## config.mk

```make
export PLATFORM = sky130hd
export DESIGN_NAME = mem_responder
export DESIGN_NICKNAME = d
export VERILOG_FILES = /design/src/rtl/mem_pkg.sv /design/src/rtl/mem_array.sv /design/src/rtl/mem_responder.sv
export SDC_FILE = /design/constraint.sdc
export NUM_CORES = 2
export LEC_CHECK = 0
export BUFFER_PORTS_ARGS = -buffer_cell sky130_fd_sc_hd__buf_2
export CORE_UTILIZATION = 50
export DETAILED_ROUTE_END_ITERATION = 7
export GPL_TIMING_DRIVEN = 0
export HOLD_SLACK_MARGIN = 0.05
export PLACE_DENSITY = 0.64
export SYNTH_ARGS = -nofsm -noshare
export SYNTH_HDL_FRONTEND = slang
export SYNTH_SLANG_ARGS = --single-unit
```

## constraint.sdc

```tcl
create_clock -name clk -period 11.85 [get_ports clk]
set_clock_uncertainty 0.15 [all_clocks]
set_input_delay 2.37 -clock clk [delete_from_list [all_inputs] [get_ports clk]]
set_output_delay 2.37 -clock clk [all_outputs]
set_load 0.01 [all_outputs]
```

## src/rtl/mem_pkg.sv

```systemverilog
`default_nettype none
// ============================================================================
//  Module      : mem_pkg
//  Description : Shared definitions for the memory responder slice.
//                - Opcode encoding, identical to the MBR control field.
//                - Responder FSM state encoding.
//                - Default data and address widths.
//                - Helper that classifies an opcode as a read.
//  Revision    : 1.0 - initial release
// ============================================================================
package mem_pkg;

    localparam int DATA_W_DEF = 16;
    localparam int ADDR_W_DEF = 8;

    localparam logic [1:0] OP_NONE  = 2'b00;
    localparam logic [1:0] OP_FETCH = 2'b01;
    localparam logic [1:0] OP_LOAD  = 2'b10;
    localparam logic [1:0] OP_STORE = 2'b11;

    typedef enum logic [1:0] {
        IDLE   = 2'd0,
        WAIT   = 2'd1,
        ACCESS = 2'd2,
        ACK    = 2'd3
    } state_t;

    // Fetch and load are both reads; they differ only in who consumes the data.
    function automatic logic op_is_read(input logic [1:0] op);
        return (op == OP_FETCH) || (op == OP_LOAD);
    endfunction

endpackage
`default_nettype wire

```

## src/rtl/mem_array.sv

```systemverilog
`default_nettype none
// ============================================================================
//  Module      : mem_array
//  Description : Single-port synchronous RAM, DEPTH x DATA_W, no reset.
//                Read data is registered; a read during a write returns the
//                old contents.
//  Ports       : clk   - rising-edge clock
//                we    - write enable
//                addr  - word address
//                wdata - write data
//                rdata - registered read data
//  Revision    : 1.0 - initial release
// ============================================================================
module mem_array
    import mem_pkg::*;
#(
    parameter int DATA_W = DATA_W_DEF,
    parameter int DEPTH  = 256,
    parameter int ADDR_W = (DEPTH > 1) ? $clog2(DEPTH) : 1
) (
    input  logic              clk,
    input  logic              we,
    input  logic [ADDR_W-1:0] addr,
    input  logic [DATA_W-1:0] wdata,
    output logic [DATA_W-1:0] rdata
);

    logic [DATA_W-1:0] r_mem [DEPTH];

    always_ff @(posedge clk) begin
        if (we) begin
            r_mem[addr] <= wdata;
        end
        rdata <= r_mem[addr];
    end

endmodule
`default_nettype wire

```

## src/rtl/mem_responder.sv

```systemverilog
`default_nettype none
// ============================================================================
//  Module      : mem_responder
//  Description : Memory-side responder for the MBR fetch/load/store path.
//                Captures a request in IDLE, waits WAIT_CYCLES, performs the
//                RAM access, then returns a one-cycle ack (qualified by err)
//                with registered read data.
//  Ports       : clk   - rising-edge clock
//                rst_n - asynchronous active-low reset
//                req   - request valid, held until ack
//                op    - 00 none, 01 fetch, 10 load, 11 store
//                addr  - word address
//                wdata - store data
//                ack   - one-cycle completion pulse
//                err   - request rejected (valid with ack)
//                rdata - read data, held until the next successful read
//                busy  - high whenever the FSM is not IDLE
//  Revision    : 1.0 - initial release
// ============================================================================
module mem_responder
    import mem_pkg::*;
#(
    parameter int DATA_W      = DATA_W_DEF,
    parameter int ADDR_W      = ADDR_W_DEF,
    parameter int DEPTH       = 256,
    parameter int WAIT_CYCLES = 1
) (
    input  logic              clk,
    input  logic              rst_n,
    input  logic              req,
    input  logic [1:0]        op,
    input  logic [ADDR_W-1:0] addr,
    input  logic [DATA_W-1:0] wdata,
    output logic              ack,
    output logic              err,
    output logic [DATA_W-1:0] rdata,
    output logic              busy
);

    localparam int         c_ram_aw    = (DEPTH > 1) ? $clog2(DEPTH) : 1;
    localparam logic [3:0] c_wait_load = (WAIT_CYCLES > 0) ? 4'(WAIT_CYCLES - 1) : 4'd0;

    state_t            r_state;
    logic [1:0]        r_op;
    logic [ADDR_W-1:0] r_addr;
    logic [DATA_W-1:0] r_wdata;
    logic [DATA_W-1:0] r_rdata;
    logic [3:0]        r_cnt;
    logic              r_ack;
    logic              r_err;

    logic              w_illegal;
    logic              w_we;
    logic [DATA_W-1:0] w_ram_rdata;

    // Legality is judged on the captured request only, so it is stable from
    // WAIT through ACK regardless of what the master does with its inputs.
    assign w_illegal = (r_op == OP_NONE) || (32'(r_addr) >= 32'(DEPTH));
    assign w_we      = (r_state == ACCESS) && (r_op == OP_STORE) && !w_illegal;

    mem_array #(
        .DATA_W (DATA_W),
        .DEPTH  (DEPTH),
        .ADDR_W (c_ram_aw)
    ) u_mem_array (
        .clk   (clk),
        .we    (w_we),
        .addr  (r_addr[c_ram_aw-1:0]),
        .wdata (r_wdata),
        .rdata (w_ram_rdata)
    );

    // ACK spans two cycles: the first registers the RAM output and raises
    // ack/err, the second is the visible ack cycle and then returns to IDLE.
    // r_ack doubles as the sub-phase marker within ACK.
    always_ff @(posedge clk or negedge rst_n) begin
        if (!rst_n) begin
            r_state <= IDLE;
            r_op    <= OP_NONE;
            r_addr  <= '0;
            r_wdata <= '0;
            r_rdata <= '0;
            r_cnt   <= 4'd0;
            r_ack   <= 1'b0;
            r_err   <= 1'b0;
        end else begin
            case (r_state)
                IDLE: begin
                    if (req) begin
                        r_op    <= op;
                        r_addr  <= addr;
                        r_wdata <= wdata;
                        r_cnt   <= c_wait_load;
                        r_state <= (WAIT_CYCLES > 0) ? WAIT : ACCESS;
                    end
                end
                WAIT: begin
                    if (r_cnt == 4'd0) begin
                        r_state <= ACCESS;
                    end else begin
                        r_cnt <= r_cnt - 4'd1;
                    end
                end
                ACCESS: begin
                    r_state <= ACK;
                end
                ACK: begin
                    if (!r_ack) begin
                        r_ack <= 1'b1;
                        r_err <= w_illegal;
                        if (!w_illegal && op_is_read(r_op)) begin
                            r_rdata <= w_ram_rdata;
                        end
                    end else begin
                        r_ack   <= 1'b0;
                        r_err   <= 1'b0;
                        r_state <= IDLE;
                    end
                end
                default: r_state <= IDLE;
            endcase
        end
    end

    assign ack   = r_ack;
    assign err   = r_err;
    assign rdata = r_rdata;
    assign busy  = (r_state != IDLE);

endmodule
`default_nettype wire

```

==> flow_summary.yaml <==
outcome:
  outcome: "finished, violations left"
  violations: "capacitance limit, slew limit"
worst_setup_path:
  end_kind: "register"
  crit_required_ns: 12.26
  rr_startpoint: "r_addr[2]"
  crit_top_cell: "clkbuf_1"
  r2r_end: "u_mem_array.r_mem[167][1]"
  cp-startpoint: "r_addr[2]"
  path_max_fanout: 16
  worstRegToRegCells: 8
  crit_path_start_kind: "register"
  slowest_stage: "nand2_1"
  r2r_setup_slack_ns: 4.92
  cp.arrival_ns: 7.34
  crit_chain: "nor2b_1 -> clkbuf_1 -> clkbuf_1 -> clkbuf_1 -> nand2_1 -> clkbuf_2 -> buf_12 -> nor2_2"
  critPathMaxStageDelay_ns: 1.08
  path_class: "reg -> reg"
placed_design:
  dp_hpwl_mm: 299
  port_buffers: 47
  dp_slack_ns: 4.97
  gp_congestion: 0.979
hold_path:
  min_path_type: "reg -> reg"
  hold_depth: 1
  hp-start: "u_mem_array.rdata[12]"
  min_to: "rdata[12]"
timing:
  tns_ns: 0
  slew_headroom: -0.104
  fmax_mhz: 144
  post-route-min-period_ns: 6.93
  hold_viol: 0
  layout_setup_ws_ns: 4.92
  tightest_slew_ns: 1.66
  period_share: 0.585
  finalSetupViolations: 0
  drv_slew: 29
  rsz0062_at_grt: "no"
clock_tree:
  cts_setup_buffers: 0
  cts_buffers: 419
  htreeDepth: 5
  cts_resized: 0
  clkSinkCount: 4162
  clockBufferDepth: 4
  postCtsHoldBufs: 0
  worstSkewPairLatency_ns: 0.99
  clk_pin_slew_ns: 0.06
  cts_tree: "done"
  cts-root-buf: "clkbuf_16"
global_route:
  grt-ovfl-total: 0
  grt_pass1_wl_mm: 618
  grt_max_degree: 89
  grt_pass1_vias: 77700
  antenna_found_initial: 34
  track_usage: 0.283
floorplanning:
  start_util: 0.504
  die_height_um: 563
  io-pin-count: 48
  fp-row-count: 205
  die-area_um2: 317000
  dieWidth_um: 563
  core_area_um2: 312000
pwr:
  p_leak_nw: 55.7
  power.density_nw_per_um2: 256
  vdd_drop_max_v: 0.000207
synthesis:
  syn_avg_cell_area_um2: 23.0
  synth_most_common_cell: "edfxtp_1"
  syn_nets: 6890
  ys_warn_count: 0
  ys_async_sr_fraction: 0.0120
  synth_common_cells: "edfxtp_1 (4096), mux4_2 (1024), a22oi_1 (512)"
  ys_seq_area_frac: 0.792
  yosysTopAreaCell: "edfxtp_1"
  synth_top_cells_by_area: "edfxtp_1 (78%), mux4_2 (15%), a22oi_1 (2.4%), a21oi_1 (0.82%), dfrtp_1 (0.80%)"
  ys_ff_latch: 4162
  ys_types: 36
  synth.top_cell.area_share: 0.782
  synthesis.instances: 6853
  synth_area_um2: 157000
  ys.flop_type: "edfxtp_1"
  synth_edf_count: 4096
run:
  drv_cap: 10
routing:
  ant_nets: 0
  wire_per_inst_um: 37.1
  routed_wl_mm: 448
  drt_iter0_markers: 12100
  drt_pass1_iterations: 8
  drcViolationCount: 0
  via_per_inst: 6.53
  via_count: 78800
finish:
  final_util: 0.581
  area_growth_pct: 15.3
  nNetsFinal: 7603
  drive_gt1_frac: 0.301
worst max-delay path by stage:
stage	slack (ns)	cells past startpoint	end
floorplan	7.72	0	u_mem_array.r_mem[0][0]
global placement	2.92	0	u_mem_array.r_mem[94][8]
detailed placement	4.97	8	u_mem_array.r_mem[167][9]
CTS	4.89	8	u_mem_array.r_mem[86][5]
global route	4.86	8	u_mem_array.r_mem[167][0]
finish	4.92	8	u_mem_array.r_mem[167][1]
kinds of logic after synthesis:
kind of cell             count (synthesis)  synth area share
AO/OA/AOI/OAI                          850            0.0368
XOR/XNOR                                 1         0.0000557
adder cells (fa/ha/maj)                  8          0.000636
buffers and inverters                  426            0.0122
flip-flops                            4162             0.792
multiplexers                          1067             0.150
AND/OR/NAND/NOR                        339           0.00869
worst max-delay path: cells and delay by family (launching register included):
family / cells / cell delay, ns
and+or+nand+nor: 3 / 2.00
buffers and inverters: 5 / 3.84
DFF: 1 / 0.44
sequential cells by signal, summed over array words and instances, names as in the netlist:
register / cells
u_mem_array.r_mem: 4096
r_wdata: 16
rdata: 16
u_mem_array.rdata: 16
r_addr: 8
r_cnt: 4
r_op: 2
r_state: 2
ack: 1
err: 1
per-stage QoR:
stage | hold WS (ns) | cells | area (um^2) | total power (W)
after floorplan | 0.290 | 6853 | 157000 | 0.0272
after global placement | 0.296 | 11000 | 163000 | 0.0338
after detailed placement | 0.299 | 11300 | 168000 | 0.0335
after CTS | 0.309 | 12100 | 181000 | 0.0463
after global routing | 0.321 | 12100 | 181000 | 0.0474
final | 0.308 | 12100 | 181000 | 0.0464
power breakdown:
group | total, W | switching, W | leakage, nW | internal, W
Sequential | 0.0192 | 0.000667 | 37.6 | 0.0185
Combinational | 0.0143 | 0.00951 | 11.6 | 0.00475
Clock | 0.0130 | 0.00566 | 6.53 | 0.00732
Total | 0.0464 | 0.0158 | 55.7 | 0.0306
metal layers:
metal  up-vias  global-route usage  routed length (um)  part of all wire
li1      31000                   -                   -                 -
met1     42100               0.385              165000              0.37
met2      4778               0.432              208000              0.46
met3       880              0.0686               48700              0.11
met4        14               0.142               26100             0.058
met5         -                   0                 231           0.00052
cell type report:
class	instances	area [um^2]
multi-input combinational	2265	31600
antenna	14	35.0
fill	22200	131000
clock inverter	254	2420
timing repair buffer	292	4590
clock buffer	516	11000
buffer	416	1920
tap	4140	5180
sequential	4162	125000
inverter	10	37.5
cells in the final DEF (no fill, tap or decap), types with 74 or more instances in the layout:
cell type / count
clkinv_2: 74
buf_2: 116
mux4_2: 1024
clkbuf_1: 311
clkinv_1: 100
a22oi_1: 512
clkbuf_16: 421
nor2_2: 257
a21oi_1: 259
buf_8: 158
edfxtp_1: 4096
(Power assumes the default switching activity.)
